==> src/rtl/multicycle_control.sv <==
// multicycle_control
// Multi-cycle MIPS control sequencer. Steps each instruction through
// fetch / decode / execute / memory / writeback over a shared ALU and a
// single unified memory port, stalling on mem_ready and counting retired
// instructions.
//
// Ports
//   clk, reset (async, active low)
//   OP, Function       : instruction opcode / funct fields from IR
//   mem_ready          : memory finishes the current access this cycle
//   PCWrite, PCWriteCondEQ, PCWriteCondNE, IorD, MemRead, MemWrite,
//   IRWrite, MemtoReg, RegDst, RegWrite, ALUSrcA, ALUSrcB, PCSource,
//   ShamtSelector, ALUOp : datapath controls (decoded from state)
//   illegal_op         : registered one-cycle pulse for an unsupported opcode
//   instr_retired      : registered retired-instruction counter (wraps)
//   state_o            : current state, debug only
//
// state    | meaning
// ---------+-----------------------------------------------------------
// RST      | held in reset, every output 0
// FETCH    | read IR from mem[PC], PC <= PC+4 once mem_ready
// DECODE   | ALUOut <= branch target, dispatch on OP
// EXEC_R   | R-type ALU operation (shamt feeds A for SLL/SRL)
// R_WB     | write ALUOut to rd
// EXEC_I   | immediate ALU operation (ADDI/ORI/LUI)
// I_WB     | write ALUOut to rt
// MEM_ADDR | effective address for LW/SW
// MEM_RD   | load access, waits on mem_ready
// LW_WB    | write MDR to rt
// MEM_WR   | store access, waits on mem_ready, retires on completion
// BRANCH   | compare rs/rt, conditional PC load from ALUOut
// JUMP     | PC <= jump target
// JAL      | PC <= jump target, $31 <= return address
module multicycle_control #(
  parameter int CNT_W   = 32,
  parameter int STATE_W = 4
) (
  input  logic               clk,
  input  logic               reset,
  input  logic [5:0]         OP,
  input  logic [5:0]         Function,
  input  logic               mem_ready,
  output logic               PCWrite,
  output logic               PCWriteCondEQ,
  output logic               PCWriteCondNE,
  output logic               IorD,
  output logic               MemRead,
  output logic               MemWrite,
  output logic               IRWrite,
  output logic               MemtoReg,
  output logic [1:0]         RegDst,
  output logic               RegWrite,
  output logic               ALUSrcA,
  output logic [1:0]         ALUSrcB,
  output logic [1:0]         PCSource,
  output logic               ShamtSelector,
  output logic [2:0]         ALUOp,
  output logic               illegal_op,
  output logic [CNT_W-1:0]   instr_retired,
  output logic [STATE_W-1:0] state_o
);

  typedef enum logic [3:0] {
    S_RST      = 4'd0,
    S_FETCH    = 4'd1,
    S_DECODE   = 4'd2,
    S_EXEC_R   = 4'd3,
    S_R_WB     = 4'd4,
    S_EXEC_I   = 4'd5,
    S_I_WB     = 4'd6,
    S_MEM_ADDR = 4'd7,
    S_MEM_RD   = 4'd8,
    S_LW_WB    = 4'd9,
    S_MEM_WR   = 4'd10,
    S_BRANCH   = 4'd11,
    S_JUMP     = 4'd12,
    S_JAL      = 4'd13
  } state_t;

  localparam logic [5:0] OP_RTYPE = 6'h00;
  localparam logic [5:0] OP_J     = 6'h02;
  localparam logic [5:0] OP_JAL   = 6'h03;
  localparam logic [5:0] OP_BEQ   = 6'h04;
  localparam logic [5:0] OP_BNE   = 6'h05;
  localparam logic [5:0] OP_ADDI  = 6'h08;
  localparam logic [5:0] OP_ORI   = 6'h0d;
  localparam logic [5:0] OP_LUI   = 6'h0f;
  localparam logic [5:0] OP_LW    = 6'h23;
  localparam logic [5:0] OP_SW    = 6'h2b;

  localparam logic [5:0] FN_SLL   = 6'h00;
  localparam logic [5:0] FN_SRL   = 6'h02;

  localparam logic [2:0] ALU_ADD  = 3'b100;
  localparam logic [2:0] ALU_OR   = 3'b101;
  localparam logic [2:0] ALU_LUI  = 3'b110;
  localparam logic [2:0] ALU_FUNC = 3'b111;
  localparam logic [2:0] ALU_SUB  = 3'b001;

  state_t state, nextState;
  logic   retire;
  logic   illegalNext;

  always_ff @(posedge clk or negedge reset) begin
    if (!reset) begin
      state <= S_RST;
    end else begin
      state <= nextState;
    end
  end

  always_ff @(posedge clk or negedge reset) begin
    if (!reset) begin
      instr_retired <= '0;
      illegal_op    <= 1'b0;
    end else begin
      illegal_op <= illegalNext;
      if (retire) begin
        instr_retired <= instr_retired + CNT_W'(1);
      end
    end
  end

  always_comb begin
    nextState     = state;
    retire        = 1'b0;
    illegalNext   = 1'b0;
    PCWrite       = 1'b0;
    PCWriteCondEQ = 1'b0;
    PCWriteCondNE = 1'b0;
    IorD          = 1'b0;
    MemRead       = 1'b0;
    MemWrite      = 1'b0;
    IRWrite       = 1'b0;
    MemtoReg      = 1'b0;
    RegDst        = 2'b00;
    RegWrite      = 1'b0;
    ALUSrcA       = 1'b0;
    ALUSrcB       = 2'b00;
    PCSource      = 2'b00;
    ShamtSelector = 1'b0;
    ALUOp         = 3'b000;

    unique case (state)
      S_RST: nextState = S_FETCH;
      S_FETCH: begin
        MemRead = 1'b1;
        ALUSrcB = 2'b01;
        ALUOp   = ALU_ADD;
        // IR and PC only load on the cycle the read actually completes.
        IRWrite = mem_ready;
        PCWrite = mem_ready;
        if (mem_ready) nextState = S_DECODE;
      end
      S_DECODE: begin
        ALUSrcB = 2'b11;
        ALUOp   = ALU_ADD;
        unique case (OP)
          OP_RTYPE:              nextState = S_EXEC_R;
          OP_ADDI, OP_ORI, OP_LUI: nextState = S_EXEC_I;
          OP_LW, OP_SW:          nextState = S_MEM_ADDR;
          OP_BEQ, OP_BNE:        nextState = S_BRANCH;
          OP_J:                  nextState = S_JUMP;
          OP_JAL:                nextState = S_JAL;
          default: begin
            nextState   = S_FETCH;
            illegalNext = 1'b1;
          end
        endcase
      end
      S_EXEC_R: begin
        ALUSrcA       = 1'b1;
        ALUOp         = ALU_FUNC;
        ShamtSelector = (Function == FN_SLL) || (Function == FN_SRL);
        nextState     = S_R_WB;
      end
      S_R_WB: begin
        RegDst    = 2'b01;
        RegWrite  = 1'b1;
        retire    = 1'b1;
        nextState = S_FETCH;
      end
      S_EXEC_I: begin
        ALUSrcA = 1'b1;
        ALUSrcB = 2'b10;
        if (OP == OP_ORI)      ALUOp = ALU_OR;
        else if (OP == OP_LUI) ALUOp = ALU_LUI;
        else                   ALUOp = ALU_ADD;
        nextState = S_I_WB;
      end
      S_I_WB: begin
        RegWrite  = 1'b1;
        retire    = 1'b1;
        nextState = S_FETCH;
      end
      S_MEM_ADDR: begin
        ALUSrcA   = 1'b1;
        ALUSrcB   = 2'b10;
        ALUOp     = ALU_ADD;
        nextState = (OP == OP_SW) ? S_MEM_WR : S_MEM_RD;
      end
      S_MEM_RD: begin
        IorD    = 1'b1;
        MemRead = 1'b1;
        if (mem_ready) nextState = S_LW_WB;
      end
      S_LW_WB: begin
        MemtoReg  = 1'b1;
        RegWrite  = 1'b1;
        retire    = 1'b1;
        nextState = S_FETCH;
      end
      S_MEM_WR: begin
        IorD     = 1'b1;
        MemWrite = 1'b1;
        if (mem_ready) begin
          retire    = 1'b1;
          nextState = S_FETCH;
        end
      end
      S_BRANCH: begin
        ALUSrcA       = 1'b1;
        ALUOp         = ALU_SUB;
        PCSource      = 2'b01;
        PCWriteCondEQ = (OP == OP_BEQ);
        PCWriteCondNE = (OP == OP_BNE);
        retire        = 1'b1;
        nextState     = S_FETCH;
      end
      S_JUMP: begin
        PCSource  = 2'b10;
        PCWrite   = 1'b1;
        retire    = 1'b1;
        nextState = S_FETCH;
      end
      S_JAL: begin
        // Return address is the PC+4 already latched into PC during FETCH.
        PCSource  = 2'b10;
        PCWrite   = 1'b1;
        RegDst    = 2'b10;
        RegWrite  = 1'b1;
        retire    = 1'b1;
        nextState = S_FETCH;
      end
      default: nextState = S_RST;
    endcase
  end

  assign state_o = STATE_W'(state);

endmodule

==> config.mk <==
export PLATFORM = sky130hd
export DESIGN_NAME = multicycle_control
export DESIGN_NICKNAME = d
export VERILOG_FILES = /design/src/rtl/multicycle_control.sv
export SDC_FILE = /design/constraint.sdc
export NUM_CORES = 1
export LEC_CHECK = 0
export CAP_MARGIN = 30
export CELL_PAD_IN_SITES_DETAIL_PLACEMENT = 1
export CELL_PAD_IN_SITES_GLOBAL_PLACEMENT = 1
export CORE_AREA = 2 2 112 60
export CTS_CLUSTER_DIAMETER = 60
export DETAILED_ROUTE_END_ITERATION = 10
export DIE_AREA = 0 0 114 62
export PLACE_DENSITY_LB_ADDON = 0.1
export SLEW_MARGIN = 0
export SYNTH_ARGS = -nofsm -noshare
export SYNTH_HDL_FRONTEND = slang
export SYNTH_SLANG_ARGS = --single-unit
==> constraint.sdc <==
create_clock -name clk -period 3.4 [get_ports clk]
set_input_delay 0.68 -clock clk [delete_from_list [all_inputs] [get_ports clk]]
set_output_delay 0.68 -clock clk [all_outputs]
set_load 0.01 [all_outputs]
==> impl_metrics.toml <==
[place]
dp_cells = 374
finalWeightedCongestion = 0.868
io_buffers = 70
hpwl_mm = 4.49
place_area_um2 = 2920

[critical_path]
required_ns = 2.72
r2r_end = "instr_retired[28]$_DFFE_PN0P_"
cp-end-kind = "primary output"
crit_path_start_kind = "input pin"
path_class = "input pin to primary output"
r2r_setup_slack_ns = 1.16
worstRegToRegCells = 6
worstReg2RegStart = "state_o[3]$_DFFE_PN0P_"
crit_end = "PCWriteCondEQ"
critPathLaunch = "OP[3]"
crit_arrival_ns = 2.58
cp_max_fo = 6

[global_routing]
antenna_found_initial = 0
gr-usage-met3_pct = 7.27
grt_pass1_vias = 1761
grt_pass1_wl_mm = 9.25
grt-busiest-layer = "met1"
gr-total-overflow = 0
grt.total_usage_pct = 17.6
grt_use_met1_pct = 27.0
grt_start_max_net_pins = 38
met2_usage_pct = 22.2

[drt]
wl_mm = 5.85
vias = 1866
avgViaCountPerCell = 4.90
dr.first_iter.drc_count = 85
wl_per_cell_um = 15.4
ant_nets = 0
remaining_drc_errors = 0
first_pass_iters = 4

[logic_synthesis]
syn_inst = 227
yosysSeqAreaShare_pct = 43.4
synth_edf_count = 0
synth_flop_cell = "dfrtp_1"
syn_nets = 243
yosysTopAreaCell = "dfrtp_1"
ys_ff_latch = 37
synth.top_cell.area_share_pct = 43.4
syn_area_per_cell_um2 = 9.40
synth.distinct_cells = 41
synthArstFlopShare_pct = 100
synth_top_cells_by_area = "dfrtp_1 (43%), xor2_1 (7.8%), nor2_1 (6.0%)"
ys_warn_count = 0
synthesis.area_um2 = 2130

[sta]
worst_slew_pin_slew_ns = 0.823
rsz0062_at_grt = "false"
fmax_mhz = 307
period_share_pct = 95.8
timing.setup.tns_ns = 0
finalHoldViolations = 0
fin_crit_ns = 3.26
relSlewSlack_pct = 45.1
fin_worst_skew_ns = 0.00344
drv_slew = 0
hold_ws_ns = 0.481
setup_viol = 0

[hold_path]
whs_path_depth = 1
hold_path_class = "flop to flop"

[floorplan]
core_area_um2 = 6250
die_x_um = 114
die_h_um = 62
die_area_um2 = 7070
placement_rows = 21
initial_core_util_pct = 34.1
ios = 72

[layout]
final_common_cell = "clkdlybuf4s50_1"
stdcell_count = 381
antenna_cells = 0
stdcell_area_um2 = 3060
nets = 317
fillers = 722
post-route-util_pct = 49.0
multi_input_area_um2 = 1130
layout_common_cells = "clkdlybuf4s50_1 (69), dfrtp_1 (37), nor2_1 (34)"
area_growth_pct = 43.5
regArea_um2 = 926
drive_gt1_share_pct = 9.97

[clocking]
cts_tree = "yes"
cts_resized = 0
cts_buffers = 5
clk_pin_slew_ns = 0.05
post-cts-setup-buffers = 0
clock_sinks = 37
cts.htree.levels = 2
cts_hold_buf = 0
cts_max_path_buffers = 2
root_buffer = "clkbuf_16"
clkLatencyLatePin_ns = 0.28

[power_and_ir_drop]
ir_drop_uv = 331
powerDensity_nw_per_um2 = 558
p_leak_nw = 1.29

[run]
max_cap_violations = 0

[status]
status = "complete, no violations"
[critical path: stages]
cell and delay [ns]:
clkdlybuf4s50_1 0.49, or3_1 0.40, nor3_1 0.24, nand2_1 0.12
nor2_1 0.10, clkdlybuf4s50_1 0.54
[logic make-up (layout without fill, tap and decap cells)]
family | count (synthesis) | in the layout | share of synthesized area (%)
buffers and inverters | 16 | 90 | 3.63
adder cells (fa/ha/maj) | 1 | 1 | 0.586
AND/OR/NAND/NOR | 116 | 116 | 30.4
multiplexers | 1 | 1 | 0.528
AO/OA/AOI/OAI | 23 | 23 | 7.91
flip-flops | 37 | 37 | 43.4
XOR/XNOR | 33 | 33 | 13.5
[final cells by class]
class                   count  area share, %
multi-input cells         174           36.9
repair buffers             75           23.9
flip-flops and latches     37           30.2
well taps                  80           3.27
clock buffers               7           4.66
inverters                   8          0.980
[metrics by stage]
stage	power (mW)	setup slack (ns)
2_1_floorplan	0.943	1.21
6_report	1.71	0.142
4_1_cts	1.74	0.136
5_1_grt	1.82	0.0591
3_5_place_dp	1.27	0.156
3_3_place_gp	1.26	0.151
[per-layer routing]
layer	up-vias	part of all wire [%]
met5	-	0
met3	2	7.1
met4	0	0.48
met1	873	54
met2	58	38
li1	933	-
[registers in the layout (all words and copies together), names as in the netlist]
name           cells
illegal_op         1
instr_retired     32
state_o            4
[cell usage after synthesis, types with 3 or more instances]
cell and n:
nor2b_1 4, nor3_1 7, nor4_1 3, nand2_1 24, dfrtp_1 37, and3_1 5
nor4_2 3, nand2b_1 4, nor3_2 5, clkbuf_1 4, nor2_1 34, a21oi_1 11
xnor2_1 14, xor2_1 19, inv_1 8, nand3_1 8, nand4_1 6
[worst min-delay path by stage]
stage | start | endpoint | slack (ns)
6_report | instr_retired[31]$_DFFE_PN0P_ | instr_retired[31]$_DFFE_PN0P_ | 0.48
5_1_grt | instr_retired[31]$_DFFE_PN0P_ | instr_retired[31]$_DFFE_PN0P_ | 0.50
4_1_cts | instr_retired[31]$_DFFE_PN0P_ | instr_retired[31]$_DFFE_PN0P_ | 0.48
3_5_place_dp | instr_retired[31]$_DFFE_PN0P_ | instr_retired[31]$_DFFE_PN0P_ | 0.47
3_3_place_gp | instr_retired[31]$_DFFE_PN0P_ | instr_retired[31]$_DFFE_PN0P_ | 0.46
2_1_floorplan | reset | illegal_op$_DFF_PN0_ | 0.38
[power breakdown]
group | total (mW) | switching (mW) | internal, mW | leakage (nW)
logic | 0.646 | 0.299 | 0.347 | 0.733
registers | 0.616 | 0.129 | 0.487 | 0.489
clock network | 0.448 | 0.161 | 0.287 | 0.0700
Note: power is estimated with default switching activity, not from simulation.
